<file path="src/rtl/aoc_string_pkg.sv">
// Shared constants and types for the string-handling blocks: character and
// string vectors, the character index type and the emitter state encoding.
package aoc_string_pkg;

   localparam int STRING_CHARS = 16;
   localparam int CHAR_W       = 8;

   typedef logic [CHAR_W-1:0]               char_t;
   typedef logic [CHAR_W*STRING_CHARS-1:0]  string_t;
   typedef logic [$clog2(STRING_CHARS+1)-1:0] char_index_t;

   localparam char_t NULL_CHAR = 8'h00;
   localparam char_t LF_CHAR   = 8'h0A;

   typedef enum logic [2:0] {
      IDLE,
      CHARS,
      NEWLINE,
      EOF_CHAR,
      DONE
   } emitter_state_t;

endpackage

</file>
<file path="src/rtl/string_emitter.sv">
// Serialises right-justified strings into a byte stream, one LF after each
// string and a NULL after the last. Define STRING_EMITTER_IDLE_GAP_EN for a bubble after every byte.
module string_emitter #(
   parameter int OUTBOUND_DATA_WIDTH = 8,
   parameter int STRING_CHARS        = aoc_string_pkg::STRING_CHARS
) (
   input  logic                                 clk,
   input  logic                                 reset,
   input  logic                                 string_valid,
   output logic                                 string_ready,
   input  logic [8*STRING_CHARS-1:0]            string_data,
   input  logic [$clog2(STRING_CHARS+1)-1:0]    string_length,
   input  logic                                 string_last,
   output logic                                 outbound_valid,
   output logic [OUTBOUND_DATA_WIDTH-1:0]       outbound_data,
   output logic                                 done
);
   import aoc_string_pkg::*;

`ifdef STRING_EMITTER_IDLE_GAP_EN
   localparam bit GAP_EN = 1'b1;
`else
   localparam bit GAP_EN = 1'b0;
`endif

   localparam char_index_t MAX_LEN = char_index_t'(STRING_CHARS);

   emitter_state_t state;
   string_t        data_q;
   char_index_t    pos_q;
   logic           last_q;

   char_index_t    len_clamped;
   char_index_t    first_pos;
   char_index_t    pos_next;
   char_t          first_char;
   char_t          next_char;
   logic           ready_state;
   logic           accept;

   // pos_q is the byte index of the char on the bus; transmission runs from
   // the top of the right-justified string down to byte 0.
   always_comb begin
      len_clamped = (string_length > MAX_LEN) ? MAX_LEN : string_length;
      first_pos   = len_clamped - 1'b1;
      pos_next    = pos_q - 1'b1;
      first_char  = string_data[first_pos*8 +: 8];
      next_char   = data_q[pos_next*8 +: 8];
   end

   // Back-to-back acceptance during the LF is only offered without the gap.
   always_comb begin
      ready_state = 1'b0;
      if (state == IDLE)
         ready_state = 1'b1;
      else if (state == NEWLINE && !last_q && !GAP_EN)
         ready_state = 1'b1;
   end

   assign string_ready = !reset && ready_state;
   assign accept       = string_valid && string_ready;

   always_ff @(posedge clk) begin
      if (reset) begin
         state          <= IDLE;
         outbound_valid <= 1'b0;
         outbound_data  <= '0;
         done           <= 1'b0;
         data_q         <= '0;
         pos_q          <= '0;
         last_q         <= 1'b0;
      end else if (GAP_EN && outbound_valid) begin
         // Insert the bubble and hold the state so the next byte follows it.
         outbound_valid <= 1'b0;
         outbound_data  <= '0;
      end else begin
         case (state)
            IDLE, NEWLINE: begin
               if (accept) begin
                  data_q         <= string_data;
                  last_q         <= string_last;
                  outbound_valid <= 1'b1;
                  if (len_clamped == '0) begin
                     outbound_data <= OUTBOUND_DATA_WIDTH'(LF_CHAR);
                     state         <= NEWLINE;
                  end else begin
                     outbound_data <= OUTBOUND_DATA_WIDTH'(first_char);
                     pos_q         <= first_pos;
                     state         <= CHARS;
                  end
               end else if (state == NEWLINE && last_q) begin
                  outbound_valid <= 1'b1;
                  outbound_data  <= OUTBOUND_DATA_WIDTH'(NULL_CHAR);
                  state          <= EOF_CHAR;
               end else begin
                  outbound_valid <= 1'b0;
                  outbound_data  <= '0;
                  state          <= IDLE;
               end
            end
            CHARS: begin
               outbound_valid <= 1'b1;
               if (pos_q != '0) begin
                  pos_q         <= pos_next;
                  outbound_data <= OUTBOUND_DATA_WIDTH'(next_char);
               end else begin
                  outbound_data <= OUTBOUND_DATA_WIDTH'(LF_CHAR);
                  state         <= NEWLINE;
               end
            end
            EOF_CHAR: begin
               outbound_valid <= 1'b0;
               outbound_data  <= '0;
               done           <= 1'b1;
               state          <= DONE;
            end
            DONE: begin
               outbound_valid <= 1'b0;
               outbound_data  <= '0;
               done           <= 1'b1;
            end
            default: begin
               outbound_valid <= 1'b0;
               outbound_data  <= '0;
               state          <= IDLE;
            end
         endcase
      end
   end

endmodule

</file>
<file path="config.mk">
export PLATFORM = sky130hd
export DESIGN_NAME = string_emitter
export DESIGN_NICKNAME = d
export VERILOG_FILES = /design/src/rtl/aoc_string_pkg.sv /design/src/rtl/string_emitter.sv
export SDC_FILE = /design/constraint.sdc
export NUM_CORES = 1
export LEC_CHECK = 0
export BUFFER_PORTS_ARGS = -buffer_cell sky130_fd_sc_hd__clkbuf_2
export CAP_MARGIN = 20
export CELL_PAD_IN_SITES_DETAIL_PLACEMENT = 1
export CELL_PAD_IN_SITES_GLOBAL_PLACEMENT = 2
export CORE_ASPECT_RATIO = 1.2
export CORE_UTILIZATION = 34
export CTS_CLUSTER_SIZE = 14
export DETAILED_ROUTE_END_ITERATION = 12
export PLACE_DENSITY = 0.83
export SLEW_MARGIN = 15
export SYNTH_ARGS = -nofsm -noshare
export SYNTH_HDL_FRONTEND = slang
export SYNTH_SLANG_ARGS = --single-unit
</file>
<file path="constraint.sdc">
create_clock -name clk -period 3.73 [get_ports clk]
set_input_delay 0.5595 -clock clk [delete_from_list [all_inputs] [get_ports clk]]
set_output_delay 0.5595 -clock clk [all_outputs]
set_load 0.01 [all_outputs]
</file>
==> flow_metrics.env <==
export IMPL_status="finished clean"
export IMPL_worst_slack_ps=1080
export IMPL_finalMaxSlewViolations=0
export IMPL_dieArea_um2=22600
export IMPL_wl_per_cell_um=21.1
export IMPL_critPathCaptureType="flop"
export IMPL_maxCapViolCount=0
export IMPL_setup_tns_ps=0
export IMPL_setup_viol=0
export IMPL_hold_viol=0
export IMPL_period_share_pct=70.9
export IMPL_worstPathMaxFanout=29
export IMPL_area_growth_pct=20.0
export IMPL_synth_cell_type_count=47
export IMPL_fmax_mhz=378
export IMPL_fin_nets=1053
export IMPL_leakage_uw=0.00349
export IMPL_yosysTopAreaCell="dfxtp_1"
export IMPL_core_um2=21600
export IMPL_clkPwrFrac_pct=41.6
export IMPL_cp_required_ps=4050
export IMPL_dp_hpwl_mm=18.6
export IMPL_num_vias=6472
export IMPL_cts_htree_levels=4
export IMPL_synth_top_area_share_pct=39.3
export IMPL_grt_max_degree=78
export IMPL_synthTopCellsByArea="dfxtp_1, mux4_2, nand2_1"
export IMPL_die_height_um=165
export IMPL_p_int_uw=3210
export IMPL_grt_ovfl_total=0
export IMPL_via_per_inst=5.39
export IMPL_cts_buffers=17
export IMPL_cts_tree="done"
export IMPL_cts_hold_buf=0
export IMPL_ir_drop_mv=0.306
export IMPL_combPwrFrac_pct=20.0
export IMPL_ys_seq_area_share_pct=39.3
export IMPL_drtAntennaViolNets=0
export IMPL_finalCriticalPeriod_ps=2650
export IMPL_antenna_found_initial=0
export IMPL_grt_total_usage_pct=23.5
export IMPL_rsz0062_at_grt="false"
export IMPL_ys_warn_count=0
export IMPL_totalWireLength_mm=25.4
export IMPL_n_antenna_cell=0
export IMPL_layout_common_cells="nand2_1, dfxtp_1, clkbuf_2, a21oi_1, mux4_2"
export IMPL_cts_resized=0
export IMPL_fillers=2528
export IMPL_multiInputGateArea_um2=4170
export IMPL_cts_setup_buffers=0
export IMPL_synth_edf_count=0
export IMPL_slew_limit_headroom_pct=45.4
export IMPL_drive_gt1_share_pct=29.8
export IMPL_clk_pin_slew_ps=60
export IMPL_cts_root_buffer="clkbuf_16"
export IMPL_clock_path_buffers=2
export IMPL_cts_sinks=147
export IMPL_die_w_um=137
export IMPL_ys_ff_latch=147
export IMPL_synthArstFlopShare_pct=0
export IMPL_start_util_pct=34.6
export IMPL_regArea_um2=2940
export IMPL_hold_class="in2reg"
export IMPL_netlist_area_um2=7490
export IMPL_critPathKind="reg2reg"
export IMPL_grt_pass1_vias=6666
export IMPL_p_sw_uw=1260
export IMPL_worstPathArrival_ps=2970
export IMPL_ys_flop_type="dfxtp_1"
export IMPL_powerDensity_nw_per_um2=498
export IMPL_final_setup_skew_ps=8.24
export IMPL_netlist_instances=800
export IMPL_syn_avg_cell_area_um2=9.36
export IMPL_cp_start_kind="flop"
export IMPL_pre_cts_ws_ps=723
export IMPL_sw_frac_of_total_pct=28.2
export IMPL_drt_first_pass_iters=5
export IMPL_route_detailed_drc=0
export IMPL_clock_latency_ps=430
export IMPL_numPortBuffers=147
export IMPL_grt_pass1_wl_mm=38.6
export IMPL_syn_num_nets=940
export IMPL_layout_cells_most_common="nand2_1"
export IMPL_drt_iter0_drc=518
export IMPL_rows=59
export IMPL_place_congestion=0.795
export IMPL_tightest_slew_ps=817
export IMPL_seqPwrFrac_pct=38.4
export IMPL_io_pins=148
export IMPL_rrSetupSlack_ps=1080
layer usage:
metal | up-vias | wire length, um | track usage [%]
li1 | 3041 | - | -
met3 | 42 | 986 | 3.93
met5 | - | 0 | 0
met2 | 164 | 12500 | 39.0
met4 | 0 | 869 | 10.1
met1 | 3225 | 11000 | 30.0
stage by stage:
step	instance area (um^2)	utilization, %	std cells	power (uW)	hold WS (ps)
floorplan	7490	-	800	2340	433
global placement	8350	38.6	1168	2640	434
detailed placement	8350	38.6	1168	2650	445
CTS	8980	41.5	1200	4500	348
global route	8980	41.5	1200	4640	363
finish	8980	41.5	1200	4470	359
worst max-delay path, stage by stage (launching register included):
cell	delay [ps]
dfxtp_1	380
inv_1	90
ha_1	490
buf_12	300
mux4_2	590
mux4_2	480
a21o_1	180
logic make-up (layout without fill, tap and decap cells):
logic type,after synthesis,count (layout),share of synthesized area (%)
AOI/OAI and AO/OA,170,170,12.5
and+or+nand+nor,303,303,16.6
adders and majority gates,3,3,0.501
xor gates and xnor gates,5,5,1.34
DFF,147,147,39.3
buffers and inverters,71,197,5.11
muxes,101,101,24.7
synthesized netlist by cell type (2+ instances only):
| cell type | number |
|---|---|
| mux2_1 | 3 |
| inv_1 | 3 |
| mux2i_1 | 27 |
| buf_4 | 15 |
| nand2_1 | 266 |
| a21o_1 | 6 |
| nand3b_1 | 2 |
| o21ai_1 | 3 |
| nor2_1 | 12 |
| clkbuf_1 | 33 |
| mux2_2 | 5 |
| ha_1 | 3 |
| nor4b_1 | 2 |
| nor2b_1 | 2 |
| nor3b_1 | 2 |
| xnor2_4 | 2 |
| o21ai_0 | 6 |
| nor3_1 | 2 |
| buf_6 | 6 |
| nand2b_1 | 3 |
| a221oi_1 | 4 |
| o22ai_1 | 8 |
| a21oi_1 | 138 |
| dfxtp_1 | 147 |
| buf_2 | 12 |
| or4b_1 | 2 |
| mux4_2 | 66 |
power groups by stage:
stage,registers [uW],clock network (uW),logic (uW)
6_report,1720,1860,892
5_1_grt,1730,1960,959
4_1_cts,1720,1880,900
3_5_place_dp,1750,0,895
3_3_place_gp,1750,0,887
2_1_floorplan,1730,0,604
cell type report:
cell class              count  area share, %
well taps                 274           3.82
inverters                   5          0.209
clock inverters            12           1.98
multi-input cells         582           46.4
flip-flops and latches    147           32.8
repair buffers            160           9.72
clock buffers              20           5.08
path summary, 6_finish.rpt:
kind / start / to / cells past startpoint
worst min register to register: done$_SDFFE_PP0P_ / done$_SDFFE_PP0P_ / 2
worst max-delay path: pos_q[1]$_SDFFE_PP0P_ / outbound_data[4]$_SDFF_PP0_ / 6
worst min-delay path: string_data[54] / data_q[54]$_SDFFE_PP0P_ / 3
worst max register to register: pos_q[1]$_SDFFE_PP0P_ / outbound_data[4]$_SDFF_PP0_ / 6
flip-flops by register name, summed over array words and instances, names as in the netlist:
signal and flops:
data_q 128, done 1, last_q 1, outbound_data 8, outbound_valid 1, pos_q 5, state 3
No activity file was read; power rests on OpenSTA's default activity.
